`src/rtl/conv_mac_pipe.sv`:
```
// Pipelined signed multiply-accumulate for conv layers: windowed dot products
// delimited by a last flag, optional saturation, valid/ready output with backpressure.
module conv_mac_pipe #(
  parameter int ID         = 1,
  parameter int DIN0_WIDTH = 16,
  parameter int DIN1_WIDTH = 8,
  parameter int ACC_WIDTH  = 32,
  parameter int NUM_STAGE  = 2,
  parameter int SATURATE   = 1
) (
  input  logic                         clk,
  input  logic                         reset,
  input  logic                         ce,
  input  logic                         in_valid,
  output logic                         in_ready,
  input  logic signed [DIN0_WIDTH-1:0] din0,
  input  logic signed [DIN1_WIDTH-1:0] din1,
  input  logic                         in_last,
  output logic                         out_valid,
  input  logic                         out_ready,
  output logic signed [ACC_WIDTH-1:0]  dout,
  output logic                         overflow
);

  localparam int PW = DIN0_WIDTH + DIN1_WIDTH;
  localparam int SW = ACC_WIDTH + 1;

  if (ACC_WIDTH < PW || NUM_STAGE < 1 || ID < 0) begin : g_param_check
    $error("conv_mac_pipe: illegal parameter combination");
  end

  logic                 adv;
  logic signed [PW-1:0] prod_d;
  logic [PW-1:0]        prod_q [NUM_STAGE];
  logic [NUM_STAGE-1:0] vld_q;
  logic [NUM_STAGE-1:0] last_q;

  logic [ACC_WIDTH-1:0] acc_q;
  logic                 first_q;
  logic                 ovf_win_q;
  logic                 out_valid_q;
  logic [ACC_WIDTH-1:0] dout_q;
  logic                 overflow_q;

  logic [SW-1:0]        pext_d;
  logic [SW-1:0]        base_d;
  logic [SW-1:0]        sum_d;
  logic [ACC_WIDTH-1:0] res_d;
  logic                 ovf_term_d;
  logic                 ovf_acc_d;

  // A held result that downstream refuses stalls the entire pipe.
  assign adv      = ce & ~(out_valid_q & ~out_ready);
  assign in_ready = adv;
  assign prod_d   = din0 * din1;

  always_comb begin
    pext_d     = {{(SW-PW){prod_q[NUM_STAGE-1][PW-1]}}, prod_q[NUM_STAGE-1]};
    base_d     = first_q ? '0 : {acc_q[ACC_WIDTH-1], acc_q};
    sum_d      = base_d + pext_d;
    // One guard bit suffices: both addends fit in ACC_WIDTH signed bits.
    ovf_term_d = sum_d[SW-1] ^ sum_d[SW-2];
    res_d      = sum_d[ACC_WIDTH-1:0];
    if (SATURATE != 0 && ovf_term_d) begin
      res_d = sum_d[SW-1] ? {1'b1, {(ACC_WIDTH-1){1'b0}}}
                          : {1'b0, {(ACC_WIDTH-1){1'b1}}};
    end
    ovf_acc_d  = (first_q ? 1'b0 : ovf_win_q) | ovf_term_d;
  end

  always_ff @(posedge clk) begin
    if (reset) begin
      for (int unsigned i = 0; i < NUM_STAGE; i++) begin
        prod_q[i] <= '0;
      end
      vld_q       <= '0;
      last_q      <= '0;
      acc_q       <= '0;
      first_q     <= 1'b1;
      ovf_win_q   <= 1'b0;
      out_valid_q <= 1'b0;
      dout_q      <= '0;
      overflow_q  <= 1'b0;
    end else if (adv) begin
      prod_q[0] <= prod_d;
      vld_q[0]  <= in_valid;
      last_q[0] <= in_last;
      for (int unsigned i = 1; i < NUM_STAGE; i++) begin
        prod_q[i] <= prod_q[i-1];
        vld_q[i]  <= vld_q[i-1];
        last_q[i] <= last_q[i-1];
      end

      // Consume first; a result loaded below in the same cycle overrides it.
      if (out_ready) begin
        out_valid_q <= 1'b0;
      end

      if (vld_q[NUM_STAGE-1]) begin
        if (last_q[NUM_STAGE-1]) begin
          dout_q      <= res_d;
          overflow_q  <= ovf_acc_d;
          out_valid_q <= 1'b1;
          acc_q       <= '0;
          first_q     <= 1'b1;
          ovf_win_q   <= 1'b0;
        end else begin
          acc_q       <= res_d;
          first_q     <= 1'b0;
          ovf_win_q   <= ovf_acc_d;
        end
      end
    end
  end

  assign out_valid = out_valid_q;
  assign dout      = dout_q;
  assign overflow  = overflow_q;

endmodule
```
`config.mk`:
```
export PLATFORM = sky130hd
export DESIGN_NAME = conv_mac_pipe
export DESIGN_NICKNAME = d
export VERILOG_FILES = /design/src/rtl/conv_mac_pipe.sv
export SDC_FILE = /design/constraint.sdc
export NUM_CORES = 1
export LEC_CHECK = 0
export ABC_AREA = 1
export BUFFER_PORTS_ARGS = -buffer_cell sky130_fd_sc_hd__buf_2
export CAP_MARGIN = 20
export CORE_UTILIZATION = 45
export DETAILED_ROUTE_END_ITERATION = 6
export HOLD_SLACK_MARGIN = 0.12
export PLACE_DENSITY = 0.61
export SYNTH_ARGS = -nofsm -noshare
export SYNTH_HDL_FRONTEND = slang
export SYNTH_SLANG_ARGS = --single-unit
```
`constraint.sdc`:
```
create_clock -name clk -period 11.9 [get_ports clk]
set_clock_uncertainty 0.1 [all_clocks]
set_input_delay 2.38 -clock clk [delete_from_list [all_inputs] [get_ports clk]]
set_output_delay 2.38 -clock clk [all_outputs]
set_load 0.02 [all_outputs]
```
## After elaboration in Yosys (flattened, before gate mapping)

Memory sizes are Yosys's and may differ from the RTL's.
Index checks and enable logic that the tools add are counted.

| cells by class | value |
|---|---|
| add/subtract/negate cells | 1 |
| multiply operators | 1 |
| multiplexer cells | 17 |
| bitwise gates (word level) | 8 |
| reductions and logical operators | 2 |

Operators by type and width:

| operator | count |
|---|---|
| 32-bit two-way mux | 3 |
| 24-bit two-way mux | 2 |
| 33-bit adder | 1 |
| 33-bit two-way mux | 1 |
| 16-bit by 8-bit multiplier with 24-bit output | 1 |
| 1-bit two-way mux | 11 |
| 1-bit OR | 3 |
| 3-bit AND reduction | 1 |
| 1-bit AND | 2 |
| 1-bit inverter | 2 |
| 2-bit AND reduction | 1 |
| 1-bit bitwise XOR | 1 |

| storage, ports and cells | value |
|---|---|
| register bits after elaboration | 72 |
| RAM bits | 48 |
| word-level logic and storage cells | 38 |
| memories kept | 1 |

Memory list:

| memory | depth | bits a word | read ports | clocked after Yosys merged registers in | write ports | line | text |
|---|---|---|---|---|---|---|---|
| prod_q | 2 | 24 | 2 | 0 | 2 | 34 | `logic [PW-1:0] prod_q [NUM_STAGE];` |

## Logic depth before layout (Yosys ltp)

| logic depth | value |
|---|---|
| depth after elaboration | 8 |
| gate-level depth with buffers | 23 |

## Worst setup path before layout

No wires, ideal clock.

| timing path | value |
|---|---|
| path kind | input -> register |
| from | input port din1[6] |
| to | memory prod_q[0][20] in the netlist's numbering, data pin |
| library setup time | 261 ps |
| data arrival time | 6,556 ps |
| path slack | 4,983 ps |
| cell stages on the path | 21 |
| buffers on the path | 2 |
| cell sequence | clkbuf_1 > clkbuf_1 > nand2_1 > fa_1 > fa_1 > inv_1 > fa_1 > inv_1 > fa_1 > inv_1 > ha_1 > a21oi_1 > o21ai_0 > nand3_1 > nand2_1 > nand2_1 > nand2_1 > a21oi_1 > o21ai_0 > o21ai_0 > a21oi_1 |

RTL lines:

| item | line | text |
|---|---|---|
| start: declaration | 17 | `input logic signed [DIN1_WIDTH-1:0] din1,` |
| end: declaration | 34 |  |

==> summary.json <==
{
  "yosys": {
    "synth.yosys.warnings": 0,
    "synth-main-ff-cell": "sky130_fd_sc_hd__dfxtp_1",
    "post_synth.cell_area_avg_um2": 7.18,
    "synth-seq-area-share": 0.246,
    "synth.distinct_cells": 41,
    "synth_area_leader_cell": "sky130_fd_sc_hd__fa_1",
    "netlist_area_um2": 11700,
    "asyncSetResetFlopFracSynth": 0,
    "synth_top_cells_by_count": "471 x sky130_fd_sc_hd__nand2_1, 364 x sky130_fd_sc_hd__inv_1, 134 x sky130_fd_sc_hd__nor2_1",
    "synth_largest_type_area_fraction": 0.178,
    "synth-edff-count": 48,
    "ys_top_cells_by_area": "sky130_fd_sc_hd__fa_1 18%, sky130_fd_sc_hd__nand2_1 15%, sky130_fd_sc_hd__dfxtp_1 12%",
    "syn-instance-count": 1630,
    "ffs_latches_synth": 120,
    "synth_most_common_cell": "sky130_fd_sc_hd__nand2_1",
    "synth.net_count": 1841
  },
  "global_routing": {
    "number_of_global_route_vias_before_repair": 9455,
    "grt_start_max_net_pins": 54,
    "global_route_wire_length_before_repair_um": 45500,
    "grtUsageTotal": 0.216,
    "antenna_found_initial": 0,
    "grt_overflow": 0
  },
  "floorplan": {
    "die-width_um": 163,
    "die_height_um": 163,
    "rows": 58,
    "coreArea_um2": 25300,
    "floorplan.initialDensity": 0.462,
    "die-area_um2": 26600,
    "floorplan.io_pins": 65
  },
  "routing": {
    "drcViolationCount": 0,
    "wirelength_um": 26900,
    "vias_per_cell": 4.75,
    "firstDrtPassIters": 5,
    "drt_iter0_drc": 464,
    "route.vias.total": 9510,
    "ant_nets": 0,
    "wl_per_cell_um": 13.4
  },
  "timing": {
    "rsz_0062_raised_after_global_routing": "no",
    "worst-slew-pin-transition_ns": 1.06,
    "fmax_mhz": 145,
    "finalHoldViolations": 0,
    "setup-violations-final": 0,
    "finalCritPeriodShare": 0.580,
    "fin_setup_tns_ns": 0,
    "max-slew-margin-rel": 0.294,
    "slew_viol_final": 0,
    "finalCriticalPeriod_ns": 6.90
  },
  "clock_tree": {
    "cts_hold_buf": 0,
    "clkTransAtPathRegs_ns": 0.06,
    "h_tree_levels": 4,
    "total_cts_buffers": 17,
    "clock-sinks": 120,
    "cts-resized-gates": 0,
    "root_buffer": "sky130_fd_sc_hd__clkbuf_16",
    "cts_tree": "built",
    "clock_latency_of_the_later_clocked_register_in_the_worst_skew_pair_ns": 0.43,
    "post-cts-setup-buffers": 0,
    "clockBufferDepth": 2
  },
  "setup_path": {
    "critical_path.startpoint_type": "primary input",
    "required_time_of_the_worst_setup_path_ns": 11.97,
    "timing.critical_path.arrival_ns": 6.97,
    "maximum_fanout_along_the_worst_path": 17,
    "crit_type": "in2reg",
    "crit_path_end_kind": "register"
  },
  "layout": {
    "layout-drive-gt1-share": 0.0939,
    "finalNetCount": 1870,
    "syn2layout_area_growth_pct": 9.58,
    "antennaDiodeCount": 0,
    "multi_input_area_um2": 7180,
    "seqCellArea_um2": 2880,
    "n_fill_cell": 2581
  },
  "pwr": {
    "leakage_nw": 6.91,
    "vdd_drop_max_v": 0.0000855,
    "p_total_mw": 1.96,
    "power.density_cell_area_nw_per_um2": 153
  },
  "place": {
    "dp_hpwl_um": 21300,
    "port-buffer-count": 64,
    "place_congestion": 0.922
  },
  "run_status": {
    "outcome": "finished clean"
  },
  "min_path": {
    "worst_hold_path_type": "reg2reg"
  },
  "job": {
    "max_cap_violations": 0
  }
}
[final cells by class]
cell class,count,area share
clock buffers,17,0.0332
clock inverters,15,0.0132
inverters,369,0.108
multi-input cells,1082,0.560
flip-flops and latches,120,0.225
well taps,330,0.0322
repair buffers,69,0.0285
[sequential cells by signal, indices dropped and copies added, names as in the netlist]
signal	count
acc_q	32
dout	32
first_q	1
last_q	2
out_valid	1
overflow	1
ovf_win_q	1
prod_q	48
vld_q	2
[critical path: stages]
cell and delay, ns:
sky130_fd_sc_hd__buf_2 0.07, sky130_fd_sc_hd__inv_1 0.23, sky130_fd_sc_hd__or2_2 0.39, sky130_fd_sc_hd__fa_1 0.50, sky130_fd_sc_hd__fa_1 0.54, sky130_fd_sc_hd__inv_1 0.05
sky130_fd_sc_hd__fa_1 0.52, sky130_fd_sc_hd__inv_1 0.05, sky130_fd_sc_hd__fa_1 0.52, sky130_fd_sc_hd__inv_1 0.04, sky130_fd_sc_hd__ha_1 0.34, sky130_fd_sc_hd__a21oi_1 0.21
sky130_fd_sc_hd__o21ai_0 0.16, sky130_fd_sc_hd__nand3_1 0.10, sky130_fd_sc_hd__nand2_1 0.10, sky130_fd_sc_hd__nand2_1 0.08, sky130_fd_sc_hd__nand2_1 0.11, sky130_fd_sc_hd__a21oi_1 0.22
sky130_fd_sc_hd__o21ai_0 0.12, sky130_fd_sc_hd__o21ai_0 0.15, sky130_fd_sc_hd__a21oi_1 0.06
[metrics by stage]
stage / instance area, um^2 / hold WS [ns] / setup WS (ns) / std cells / utilization
floorplan: 11700 / 0.344 / 4.98 / 1630 / -
global placement: 12200 / 0.333 / 4.63 / 1969 / 0.482
detailed placement: 12200 / 0.337 / 4.56 / 1969 / 0.482
CTS: 12800 / 0.352 / 5.00 / 2001 / 0.506
global route: 12800 / 0.371 / 4.75 / 2002 / 0.506
finish: 12800 / 0.350 / 5.00 / 2002 / 0.506
[report_power, final]
| part | leakage (nW) | switching, mW | internal, mW | total (mW) |
|---|---|---|---|---|
| registers | 1.11 | 0.0155 | 0.485 | 0.500 |
| clock network | 0.283 | 0.206 | 0.312 | 0.518 |
| logic | 5.52 | 0.601 | 0.338 | 0.940 |
[logic make-up (layout without fill, tap and decap cells)]
logic type / after synthesis / count (layout) / share of synthesized area
buffers and inverters: 428 / 470 / 0.141
AOI/OAI and AO/OA: 179 / 179 / 0.0904
DFF: 120 / 120 / 0.246
adders and majority gates: 181 / 181 / 0.260
xor gates and xnor gates: 28 / 28 / 0.0210
and+or+nand+nor: 694 / 694 / 0.241
[routing by layer]
metal  vias to the layer above  track usage  routed length, um
li1                       4946            -                  -
met1                      4375        0.277              12700
met2                       158        0.381              13100
met3                        31       0.0223                705
met4                         0       0.0629                391
met5                         -            0                  0
[layout by cell type, fill, tap and decap left out, types with 2 or more instances in the layout]
cell type,Yosys,layout
sky130_fd_sc_hd__nand2_1,471,470
sky130_fd_sc_hd__inv_1,364,364
sky130_fd_sc_hd__nor2_1,134,132
sky130_fd_sc_hd__fa_1,104,104
sky130_fd_sc_hd__a21oi_1,94,94
sky130_fd_sc_hd__ha_1,77,77
sky130_fd_sc_hd__dfxtp_1,72,72
sky130_fd_sc_hd__buf_2,4,64
sky130_fd_sc_hd__edfxtp_1,48,48
sky130_fd_sc_hd__o21ai_0,32,32
sky130_fd_sc_hd__nand3_1,29,29
sky130_fd_sc_hd__nand2_2,25,26
sky130_fd_sc_hd__xor2_1,20,20
sky130_fd_sc_hd__clkbuf_16,0,17
sky130_fd_sc_hd__a22o_1,14,14
sky130_fd_sc_hd__o21bai_1,10,10
sky130_fd_sc_hd__nor3_1,8,8
sky130_fd_sc_hd__xnor2_1,8,8
sky130_fd_sc_hd__a21oi_2,7,7
sky130_fd_sc_hd__o21ai_2,7,7
sky130_fd_sc_hd__o21a_1,7,7
sky130_fd_sc_hd__nand4_1,6,6
sky130_fd_sc_hd__nand3b_1,5,5
sky130_fd_sc_hd__inv_6,0,4
sky130_fd_sc_hd__clkinv_4,0,4
sky130_fd_sc_hd__buf_4,0,4
sky130_fd_sc_hd__or2_2,3,3
sky130_fd_sc_hd__nor2_4,2,3
sky130_fd_sc_hd__inv_2,3,3
sky130_fd_sc_hd__nand2_4,3,3
sky130_fd_sc_hd__nor4_1,3,3
sky130_fd_sc_hd__clkinvlp_4,0,3
sky130_fd_sc_hd__nand3_2,2,2
sky130_fd_sc_hd__nor2_2,1,2
sky130_fd_sc_hd__clkinv_1,2,2
sky130_fd_sc_hd__o21ai_1,2,2
sky130_fd_sc_hd__o22ai_1,2,2
sky130_fd_sc_hd__bufinv_16,0,2
[worst paths after layout]
| check | slack, ns | endpoint | from | depth (start not counted) |
|---|---|---|---|---|
| setup / recovery | 5.00 | prod_q[0][20] | din1[7] | 21 |
| hold reg to reg | 0.35 | dout[31] | dout[31] | 2 |
| setup reg to reg | 8.22 | acc_q[17] | first_q | 19 |
| hold / removal | 0.35 | dout[31] | dout[31] | 2 |
Note: power is estimated with default switching activity, not from simulation.
